===== src/rtl/display_pkg.sv =====
// -----------------------------------------------------------------------------
// display_pkg
// Shared types and helpers for the panel-side scanout sink.
//   RGB_W        : pixel width, {R,G,B} with 8 bits per channel
//   CH_W         : width of one colour channel
//   rgb_t        : packed pixel type
//   scan_state_t : scanout state machine encoding (IDLE, PRIME, SCAN)
//   cnt_width()  : bits needed to hold 0..n inclusive, so that a counter
//                  and all of its window boundaries share one width
// -----------------------------------------------------------------------------
package display_pkg;

    localparam int RGB_W = 24;
    localparam int CH_W  = RGB_W / 3;

    typedef logic [RGB_W-1:0] rgb_t;

    typedef enum logic [1:0] {
        IDLE  = 2'd0,
        PRIME = 2'd1,
        SCAN  = 2'd2
    } scan_state_t;

    // One extra code point beyond n-1 lets "end of window" constants equal to
    // the total period be represented without wrapping to zero.
    function automatic int cnt_width(input int n);
        return $clog2(n + 1);
    endfunction

endpackage


===== src/rtl/pixel_fifo.sv =====
// -----------------------------------------------------------------------------
// pixel_fifo
// Synchronous pixel FIFO with an occupancy count and registered read data.
//   clk       : clock
//   rst       : asynchronous active-high reset (pointers and count only)
//   push      : write push_data this cycle (ignored while full)
//   push_data : pixel to write
//   pop       : read the head entry this cycle (ignored while empty)
//   pop_data  : head entry captured on the cycle after a pop
//   count     : number of stored entries, 0..DEPTH
//   full      : count == DEPTH
//   empty     : count == 0
// Storage is a plain array with a registered read port so it maps onto
// block RAM; a push into an empty FIFO is not visible to a same-cycle pop
// because empty comes from the registered count.
// -----------------------------------------------------------------------------
module pixel_fifo
    import display_pkg::*;
#(
    parameter int DEPTH = 8
) (
    input  logic                     clk,
    input  logic                     rst,
    input  logic                     push,
    input  rgb_t                     push_data,
    input  logic                     pop,
    output rgb_t                     pop_data,
    output logic [$clog2(DEPTH):0]   count,
    output logic                     full,
    output logic                     empty
);

    localparam int AW = $clog2(DEPTH);
    localparam logic [AW:0] DEPTH_L = (AW + 1)'(DEPTH);

    rgb_t          mem [DEPTH];
    rgb_t          pop_data_reg;
    logic [AW-1:0] wr_ptr_reg;
    logic [AW-1:0] rd_ptr_reg;
    logic [AW:0]   count_reg;

    logic push_ok;
    logic pop_ok;

    assign full    = (count_reg == DEPTH_L);
    assign empty   = (count_reg == '0);
    assign push_ok = push && !full;
    assign pop_ok  = pop && !empty;

    // Storage and read register carry no reset: contents are qualified by
    // count, and leaving them unreset keeps the array mappable to block RAM.
    always_ff @(posedge clk) begin
        if (push_ok) begin
            mem[wr_ptr_reg] <= push_data;
        end
        if (pop_ok) begin
            pop_data_reg <= mem[rd_ptr_reg];
        end
    end

    // Pointers are exactly log2(DEPTH) bits so they wrap on their own.
    always_ff @(posedge clk or posedge rst) begin
        if (rst) begin
            wr_ptr_reg <= '0;
            rd_ptr_reg <= '0;
            count_reg  <= '0;
        end else begin
            if (push_ok) begin
                wr_ptr_reg <= wr_ptr_reg + 1'b1;
            end
            if (pop_ok) begin
                rd_ptr_reg <= rd_ptr_reg + 1'b1;
            end
            unique case ({push_ok, pop_ok})
                2'b10:   count_reg <= count_reg + 1'b1;
                2'b01:   count_reg <= count_reg - 1'b1;
                default: count_reg <= count_reg;
            endcase
        end
    end

    assign pop_data = pop_data_reg;
    assign count    = count_reg;

endmodule


===== src/rtl/display_scanout_sink.sv =====
// -----------------------------------------------------------------------------
// display_scanout_sink
// Panel-side receiver: buffers an RGB pixel stream in a small FIFO and scans
// it out with a raster timing generator.
//   clk          : clock
//   rst          : asynchronous active-high reset
//   enable       : scanout enable; low returns to IDLE (FIFO retained)
//   pix_rgb      : incoming pixel {R,G,B}
//   pix_valid    : pixel present this cycle (never held by the sender)
//   pix_ready    : FIFO has room this cycle
//   panel_rgb    : panel pixel data (0 outside active video or on underrun)
//   panel_de     : data enable
//   panel_hsync  : horizontal sync, active-high
//   panel_vsync  : vertical sync, active-high
//   frame_start  : pulse with the first panel_de of each frame
//   overflow     : sticky, a pixel arrived while the FIFO was full
//   underrun     : sticky, FIFO was empty during active video
//   busy         : state machine is not IDLE
// Pipeline: counters -> stage 1 (timing decode + FIFO read register) ->
// panel output register, so the first pixel appears two cycles after the
// PRIME->SCAN transition.
// -----------------------------------------------------------------------------
module display_scanout_sink
    import display_pkg::*;
#(
    parameter int H_ACTIVE    = 8,
    parameter int H_FRONT     = 1,
    parameter int H_SYNC      = 2,
    parameter int H_BACK      = 1,
    parameter int V_ACTIVE    = 4,
    parameter int V_FRONT     = 1,
    parameter int V_SYNC      = 1,
    parameter int V_BACK      = 1,
    parameter int FIFO_DEPTH  = 8,
    parameter int PRIME_LEVEL = 4
) (
    input  logic             clk,
    input  logic             rst,
    input  logic             enable,
    input  logic [RGB_W-1:0] pix_rgb,
    input  logic             pix_valid,
    output logic             pix_ready,
    output logic [RGB_W-1:0] panel_rgb,
    output logic             panel_de,
    output logic             panel_hsync,
    output logic             panel_vsync,
    output logic             frame_start,
    output logic             overflow,
    output logic             underrun,
    output logic             busy
);

    // ------------------------------------------------------------------
    // Timing constants, all sized to the counter widths
    // ------------------------------------------------------------------
    localparam int H_TOTAL = H_ACTIVE + H_FRONT + H_SYNC + H_BACK;
    localparam int V_TOTAL = V_ACTIVE + V_FRONT + V_SYNC + V_BACK;
    localparam int HW      = cnt_width(H_TOTAL);
    localparam int VW      = cnt_width(V_TOTAL);
    localparam int CW      = $clog2(FIFO_DEPTH) + 1;

    localparam logic [HW-1:0] H_LAST     = HW'(H_TOTAL - 1);
    localparam logic [HW-1:0] H_ACT_END  = HW'(H_ACTIVE);
    localparam logic [HW-1:0] H_SYNC_BEG = HW'(H_ACTIVE + H_FRONT);
    localparam logic [HW-1:0] H_SYNC_END = HW'(H_ACTIVE + H_FRONT + H_SYNC);

    localparam logic [VW-1:0] V_LAST     = VW'(V_TOTAL - 1);
    localparam logic [VW-1:0] V_ACT_END  = VW'(V_ACTIVE);
    localparam logic [VW-1:0] V_SYNC_BEG = VW'(V_ACTIVE + V_FRONT);
    localparam logic [VW-1:0] V_SYNC_END = VW'(V_ACTIVE + V_FRONT + V_SYNC);

    localparam logic [CW-1:0] PRIME_L    = CW'(PRIME_LEVEL);

    // ------------------------------------------------------------------
    // State
    // ------------------------------------------------------------------
    scan_state_t   state_reg;
    logic [HW-1:0] h_cnt_reg;
    logic [VW-1:0] v_cnt_reg;

    logic          s1_de_reg;
    logic          s1_hs_reg;
    logic          s1_vs_reg;
    logic          s1_fs_reg;
    logic          s1_pop_reg;

    logic          panel_de_reg;
    logic          panel_hsync_reg;
    logic          panel_vsync_reg;
    logic          frame_start_reg;
    logic          overflow_reg;
    logic          underrun_reg;

    // ------------------------------------------------------------------
    // FIFO
    // ------------------------------------------------------------------
    rgb_t          fifo_rd_data;
    logic [CW-1:0] fifo_count;
    logic          fifo_full;
    logic          fifo_empty;
    logic          fifo_push;
    logic          fifo_pop;

    assign pix_ready = !fifo_full;
    assign fifo_push = pix_valid && pix_ready;

    pixel_fifo #(
        .DEPTH (FIFO_DEPTH)
    ) u_pixel_fifo (
        .clk       (clk),
        .rst       (rst),
        .push      (fifo_push),
        .push_data (pix_rgb),
        .pop       (fifo_pop),
        .pop_data  (fifo_rd_data),
        .count     (fifo_count),
        .full      (fifo_full),
        .empty     (fifo_empty)
    );

    // ------------------------------------------------------------------
    // Timing decode from the current counters
    // ------------------------------------------------------------------
    logic in_scan;
    logic scan_active;
    logic hsync_now;
    logic vsync_now;
    logic frame_first;
    logic starve;

    // enable is folded in so that the cycle in which enable drops neither
    // pops a pixel nor flags an underrun.
    assign in_scan     = (state_reg == SCAN) && enable;
    assign scan_active = in_scan && (h_cnt_reg < H_ACT_END) && (v_cnt_reg < V_ACT_END);
    assign hsync_now   = in_scan && (h_cnt_reg >= H_SYNC_BEG) && (h_cnt_reg < H_SYNC_END);
    assign vsync_now   = in_scan && (v_cnt_reg >= V_SYNC_BEG) && (v_cnt_reg < V_SYNC_END);
    assign frame_first = scan_active && (h_cnt_reg == '0) && (v_cnt_reg == '0);
    assign fifo_pop    = scan_active && !fifo_empty;
    assign starve      = scan_active && fifo_empty;

    // ------------------------------------------------------------------
    // Scanout state machine and raster counters
    // ------------------------------------------------------------------
    always_ff @(posedge clk or posedge rst) begin
        if (rst) begin
            state_reg <= IDLE;
            h_cnt_reg <= '0;
            v_cnt_reg <= '0;
        end else if (!enable) begin
            state_reg <= IDLE;
            h_cnt_reg <= '0;
            v_cnt_reg <= '0;
        end else begin
            unique case (state_reg)
                IDLE: begin
                    state_reg <= PRIME;
                end
                PRIME: begin
                    if (fifo_count >= PRIME_L) begin
                        state_reg <= SCAN;
                        h_cnt_reg <= '0;
                        v_cnt_reg <= '0;
                    end
                end
                SCAN: begin
                    if (h_cnt_reg == H_LAST) begin
                        h_cnt_reg <= '0;
                        v_cnt_reg <= (v_cnt_reg == V_LAST) ? '0 : v_cnt_reg + 1'b1;
                    end else begin
                        h_cnt_reg <= h_cnt_reg + 1'b1;
                    end
                end
                default: begin
                    state_reg <= IDLE;
                end
            endcase
        end
    end

    assign busy = (state_reg != IDLE);

    // ------------------------------------------------------------------
    // Stage 1 and panel output registers (control)
    // Dropping enable flushes both stages so the panel goes dark on the
    // very next cycle rather than draining the pipeline.
    // ------------------------------------------------------------------
    always_ff @(posedge clk or posedge rst) begin
        if (rst) begin
            s1_de_reg       <= 1'b0;
            s1_hs_reg       <= 1'b0;
            s1_vs_reg       <= 1'b0;
            s1_fs_reg       <= 1'b0;
            s1_pop_reg      <= 1'b0;
            panel_de_reg    <= 1'b0;
            panel_hsync_reg <= 1'b0;
            panel_vsync_reg <= 1'b0;
            frame_start_reg <= 1'b0;
        end else if (!enable) begin
            s1_de_reg       <= 1'b0;
            s1_hs_reg       <= 1'b0;
            s1_vs_reg       <= 1'b0;
            s1_fs_reg       <= 1'b0;
            s1_pop_reg      <= 1'b0;
            panel_de_reg    <= 1'b0;
            panel_hsync_reg <= 1'b0;
            panel_vsync_reg <= 1'b0;
            frame_start_reg <= 1'b0;
        end else begin
            s1_de_reg       <= scan_active;
            s1_hs_reg       <= hsync_now;
            s1_vs_reg       <= vsync_now;
            s1_fs_reg       <= frame_first;
            s1_pop_reg      <= fifo_pop;
            panel_de_reg    <= s1_de_reg;
            panel_hsync_reg <= s1_hs_reg;
            panel_vsync_reg <= s1_vs_reg;
            frame_start_reg <= s1_fs_reg;
        end
    end

    // ------------------------------------------------------------------
    // Panel pixel data, one register per colour channel. A starved active
    // cycle has s1_pop_reg low and therefore shows black.
    // ------------------------------------------------------------------
    genvar gi;
    generate
        for (gi = 0; gi < 3; gi++) begin : g_chan
            logic [CH_W-1:0] chan_reg;

            always_ff @(posedge clk or posedge rst) begin
                if (rst) begin
                    chan_reg <= '0;
                end else if (!enable || !s1_pop_reg) begin
                    chan_reg <= '0;
                end else begin
                    chan_reg <= fifo_rd_data[gi*CH_W +: CH_W];
                end
            end

            assign panel_rgb[gi*CH_W +: CH_W] = chan_reg;
        end
    endgenerate

    // ------------------------------------------------------------------
    // Sticky status flags, cleared only by reset
    // ------------------------------------------------------------------
    always_ff @(posedge clk or posedge rst) begin
        if (rst) begin
            overflow_reg <= 1'b0;
            underrun_reg <= 1'b0;
        end else begin
            if (pix_valid && !pix_ready) begin
                overflow_reg <= 1'b1;
            end
            if (starve) begin
                underrun_reg <= 1'b1;
            end
        end
    end

    assign panel_de    = panel_de_reg;
    assign panel_hsync = panel_hsync_reg;
    assign panel_vsync = panel_vsync_reg;
    assign frame_start = frame_start_reg;
    assign overflow    = overflow_reg;
    assign underrun    = underrun_reg;

endmodule


===== config.mk =====
export PLATFORM = sky130hd
export DESIGN_NAME = display_scanout_sink
export DESIGN_NICKNAME = d
export VERILOG_FILES = /design/src/rtl/display_pkg.sv /design/src/rtl/pixel_fifo.sv /design/src/rtl/display_scanout_sink.sv
export SDC_FILE = /design/constraint.sdc
export NUM_CORES = 1
export LEC_CHECK = 0
export ABC_AREA = 0
export CAP_MARGIN = 20
export CORE_MARGIN = 2
export CORE_UTILIZATION = 46
export DETAILED_ROUTE_END_ITERATION = 7
export PLACE_DENSITY_LB_ADDON = 0.1
export SLEW_MARGIN = 10
export SYNTH_ARGS = -nofsm -noshare
export SYNTH_HDL_FRONTEND = slang
export SYNTH_SLANG_ARGS = --single-unit

===== constraint.sdc =====
create_clock -name clk -period 7.3 [get_ports clk]
set_input_delay 1.46 -clock clk [delete_from_list [all_inputs] [get_ports clk]]
set_output_delay 1.46 -clock clk [all_outputs]
set_load 0.02 [all_outputs]

==> results.toml <==
[critical_path]
crit_fanout = 29
crit_slowest_cell = "clkdlybuf4s50_1"
path_class = "in2reg"
critPathLaunchType = "primary input"
r2r_end = "u_pixel_fifo.count[2]"
worstRegToRegCells = 10
end_kind = "register"
reg2reg_slack_ps = 4400
cp.arrival_ps = 4650
slowest_delay_ps = 730
cp_top_family = "buffers and inverters"
r2r-start = "u_pixel_fifo.count[1]"
critPathRequiredTime_ps = 7710
path_depth = 12
cp_common_cell = "xor2_1"
path_buf_inv = 3
crit_chain = "clkdlybuf4s50_1 -> buf_8 -> nand3b_1 -> nor4_4 -> buf_4 -> ha_1 -> xor2_1 -> ha_1 -> a21oi_1 -> xor2_1 -> nor2_1 -> xor2_1"

[die]
core_mm2 = 0.02182
initial_core_util_pct = 46.92
fp-row-count = 54
die_area_mm2 = 0.02347
ios = 60
die-height_um = 153.2
die_w_um = 153.2

[synthesis]
synth-compound-area-share_pct = 1.259
seq_area_frac_synth_pct = 76.55
synth_top_family_by_area = "multiplexers"
ys_ff_latch = 270
synth_top_flop_cell = "edfxtp_1"
yosysWarnings = 0
synthSimpleGateAreaFrac_pct = 4.412
synth_nets = 532
synth_fa_ha_area_share_pct = 1.466
async_flop_share_pct = 20.00
synthCells = 492
syn-cell-area_mm2 = 0.01024
syn_area_per_cell_um2 = 20.81
synth_xor_area_share_pct = 0.7699
synth-edff-count = 216
muxShareOfSynthArea_pct = 13.98
ys_types = 42

[clocking]
cts_root_buffer = "clkbuf_16"
path_clk_slew_ps = 60
cts_hold_buf = 0
cts_buffers = 28
cts_sinks = 270
clk_path_buf_depth = 3
post_cts_buffers = 0
worstSkewPairLatency_ps = 550
cts_resized = 0
htree_levels = 1
cts_tree = "yes"

[hold_path]
holdCritStartpoint = "s1_vs_reg"
whs_path_depth = 1
min_path_type = "reg2reg"
hold_end = "panel_vsync"

[global_routing]
grt-ovfl-total = 0
grt_antenna_before_repair = 0
grt_pass1_vias = 5031
grt_max_degree = 55
grt_pass1_wl_um = 29570
grt_util_all_layers_pct = 16.66

[detailed_routing]
routed_wl_um = 19340
dr.pass1.iters = 6
drt_iter0_markers = 218
via_per_inst = 5.461
wl_per_cell_um = 22.00
drc = 0
antenna_left = 0
dr_total_vias = 4800

[pwr]
intPower_w = 0.003194
seqPwrFrac_pct = 48.2
p_leak_nw = 4.297
p_per_area_mw_per_mm2 = 358.1
ir_drop_mv = 0.1984
p_comb_share_pct = 20.7
switching_power_w = 0.001137
swShare_pct = 26.25
clockPowerShare_pct = 31.1

[finish]
largest_reg_flops = 192
antennaDiodeCount = 0
utilization_pct = 55.42
nNetsFinal = 618
drive_gt1_share_pct = 24.37
syn_to_final_growth_pct = 18.14

[sta]
tightest_slew_ps = 925.9
hold_viol = 0
skew_ps = 21.11
setup_violations = 0
fin_crit_ps = 4244
slew_headroom_pct = 38.28
setup_tns_ps = 0
post-route-period-util_pct = 58.14
rsz0062_at_grt = "no"
slew_violations = 0
max_freq_mhz = 235.6

[place]
place.gp.congestion = 0.7214
dpl.hpwl_um = 11010
numPortBuffers = 59

[run_status]
status = "finished, final reports clean"

[job]
maxCapViolCount = 0
==> cells in the mapped netlist (2+ instances only) <==
cell | count | area share, %
xnor2_1 | 5 | 0.43
buf_2 | 6 | 0.29
xor2_1 | 4 | 0.34
and2_1 | 5 | 0.31
ha_1 | 12 | 1.5
nand2_1 | 11 | 0.40
mux4_2 | 48 | 11
a21o_1 | 2 | 0.15
mux2i_1 | 2 | 0.20
o21ai_0 | 4 | 0.20
inv_1 | 11 | 0.40
a32o_1 | 2 | 0.20
mux2_2 | 16 | 1.8
and4_1 | 2 | 0.17
edfxtp_1 | 216 | 63
mux2_4 | 10 | 1.5
a2111oi_0 | 2 | 0.17
nor2_1 | 11 | 0.40
nand3b_1 | 2 | 0.15
nor4_1 | 4 | 0.24
a21oi_1 | 2 | 0.098
nand3_1 | 2 | 0.098
nor3_1 | 5 | 0.24
nand2b_1 | 5 | 0.31
buf_12 | 2 | 0.39
and3_1 | 24 | 1.5
clkbuf_1 | 9 | 0.33
dfrtp_1 | 54 | 13
==> through the flow <==
step	area (µm²)	instances	hold slack, ps	setup WS, ps	power (W)
global placement	11190	826	442.0	2268	0.003014
global route	12100	879	474.9	2760	0.004528
CTS	12070	877	463.1	2614	0.004397
finish	12100	879	460.5	3056	0.004331
detailed placement	11190	826	454.5	2072	0.003041
floorplan	10240	492	433.7	3283	0.002767
==> cell families after synthesis <==
family	Yosys count
flip-flops	270
AO/OA/AOI/OAI	18
adder cells (fa/ha/maj)	12
multiplexers	76
buffers and inverters	30
AND/OR/NAND/NOR	77
XOR/XNOR	9
==> layout make-up <==
class / count / area (µm²)
Clock buffer: 35 / 737.0
Clock inverter: 16 / 142.6
Fill cell: 1635 / 9728
Inverter: 11 / 41.29
Multi-Input combinational cell: 192 / 2266
Sequential cell: 270 / 7840
Tap cell: 280 / 350.3
Timing Repair Buffer: 75 / 718.2
==> power by group through the flow <==
stage               sequential [W]  clock [W]  combinational, W
global placement           0.00211          0          0.000904
floorplan                  0.00202          0          0.000744
global route               0.00211    0.00145          0.000970
finish                     0.00209    0.00135          0.000899
detailed placement         0.00212          0          0.000917
CTS                        0.00209    0.00138          0.000921
==> worst max-delay path by stage <==
stage	from	end
global placement	enable	u_pixel_fifo.count[2]
floorplan	enable	u_pixel_fifo.count[2]
finish	enable	u_pixel_fifo.count[2]
CTS	enable	u_pixel_fifo.count[2]
global route	enable	u_pixel_fifo.count[2]
detailed placement	enable	u_pixel_fifo.count[2]
==> per-layer routing <==
layer  GRT usage, %  vias up  routed length (µm)
met5              0        -                   0
li1               -     2133                   -
met2          28.61      112                9637
met3          2.807       37                 699
met4          4.762        0                 454
met1          22.13     2518                8544
==> cell usage in the layout (no fill, tap or decap), drive strengths merged, types with 4 or more instances in the layout <==
master / n
edfxtp: 216
clkdlybuf4s50: 59
dfrtp: 54
mux4: 48
clkbuf: 35
mux2: 26
and3: 24
buf: 16
ha: 12
clkinv: 12
nand2: 11
inv: 11
nor2: 11
nand2b: 5
and2: 5
xnor2: 5
nor4: 5
nor3: 5
o21ai: 4
xor2: 4
No activity file was read; power rests on OpenSTA's default activity.
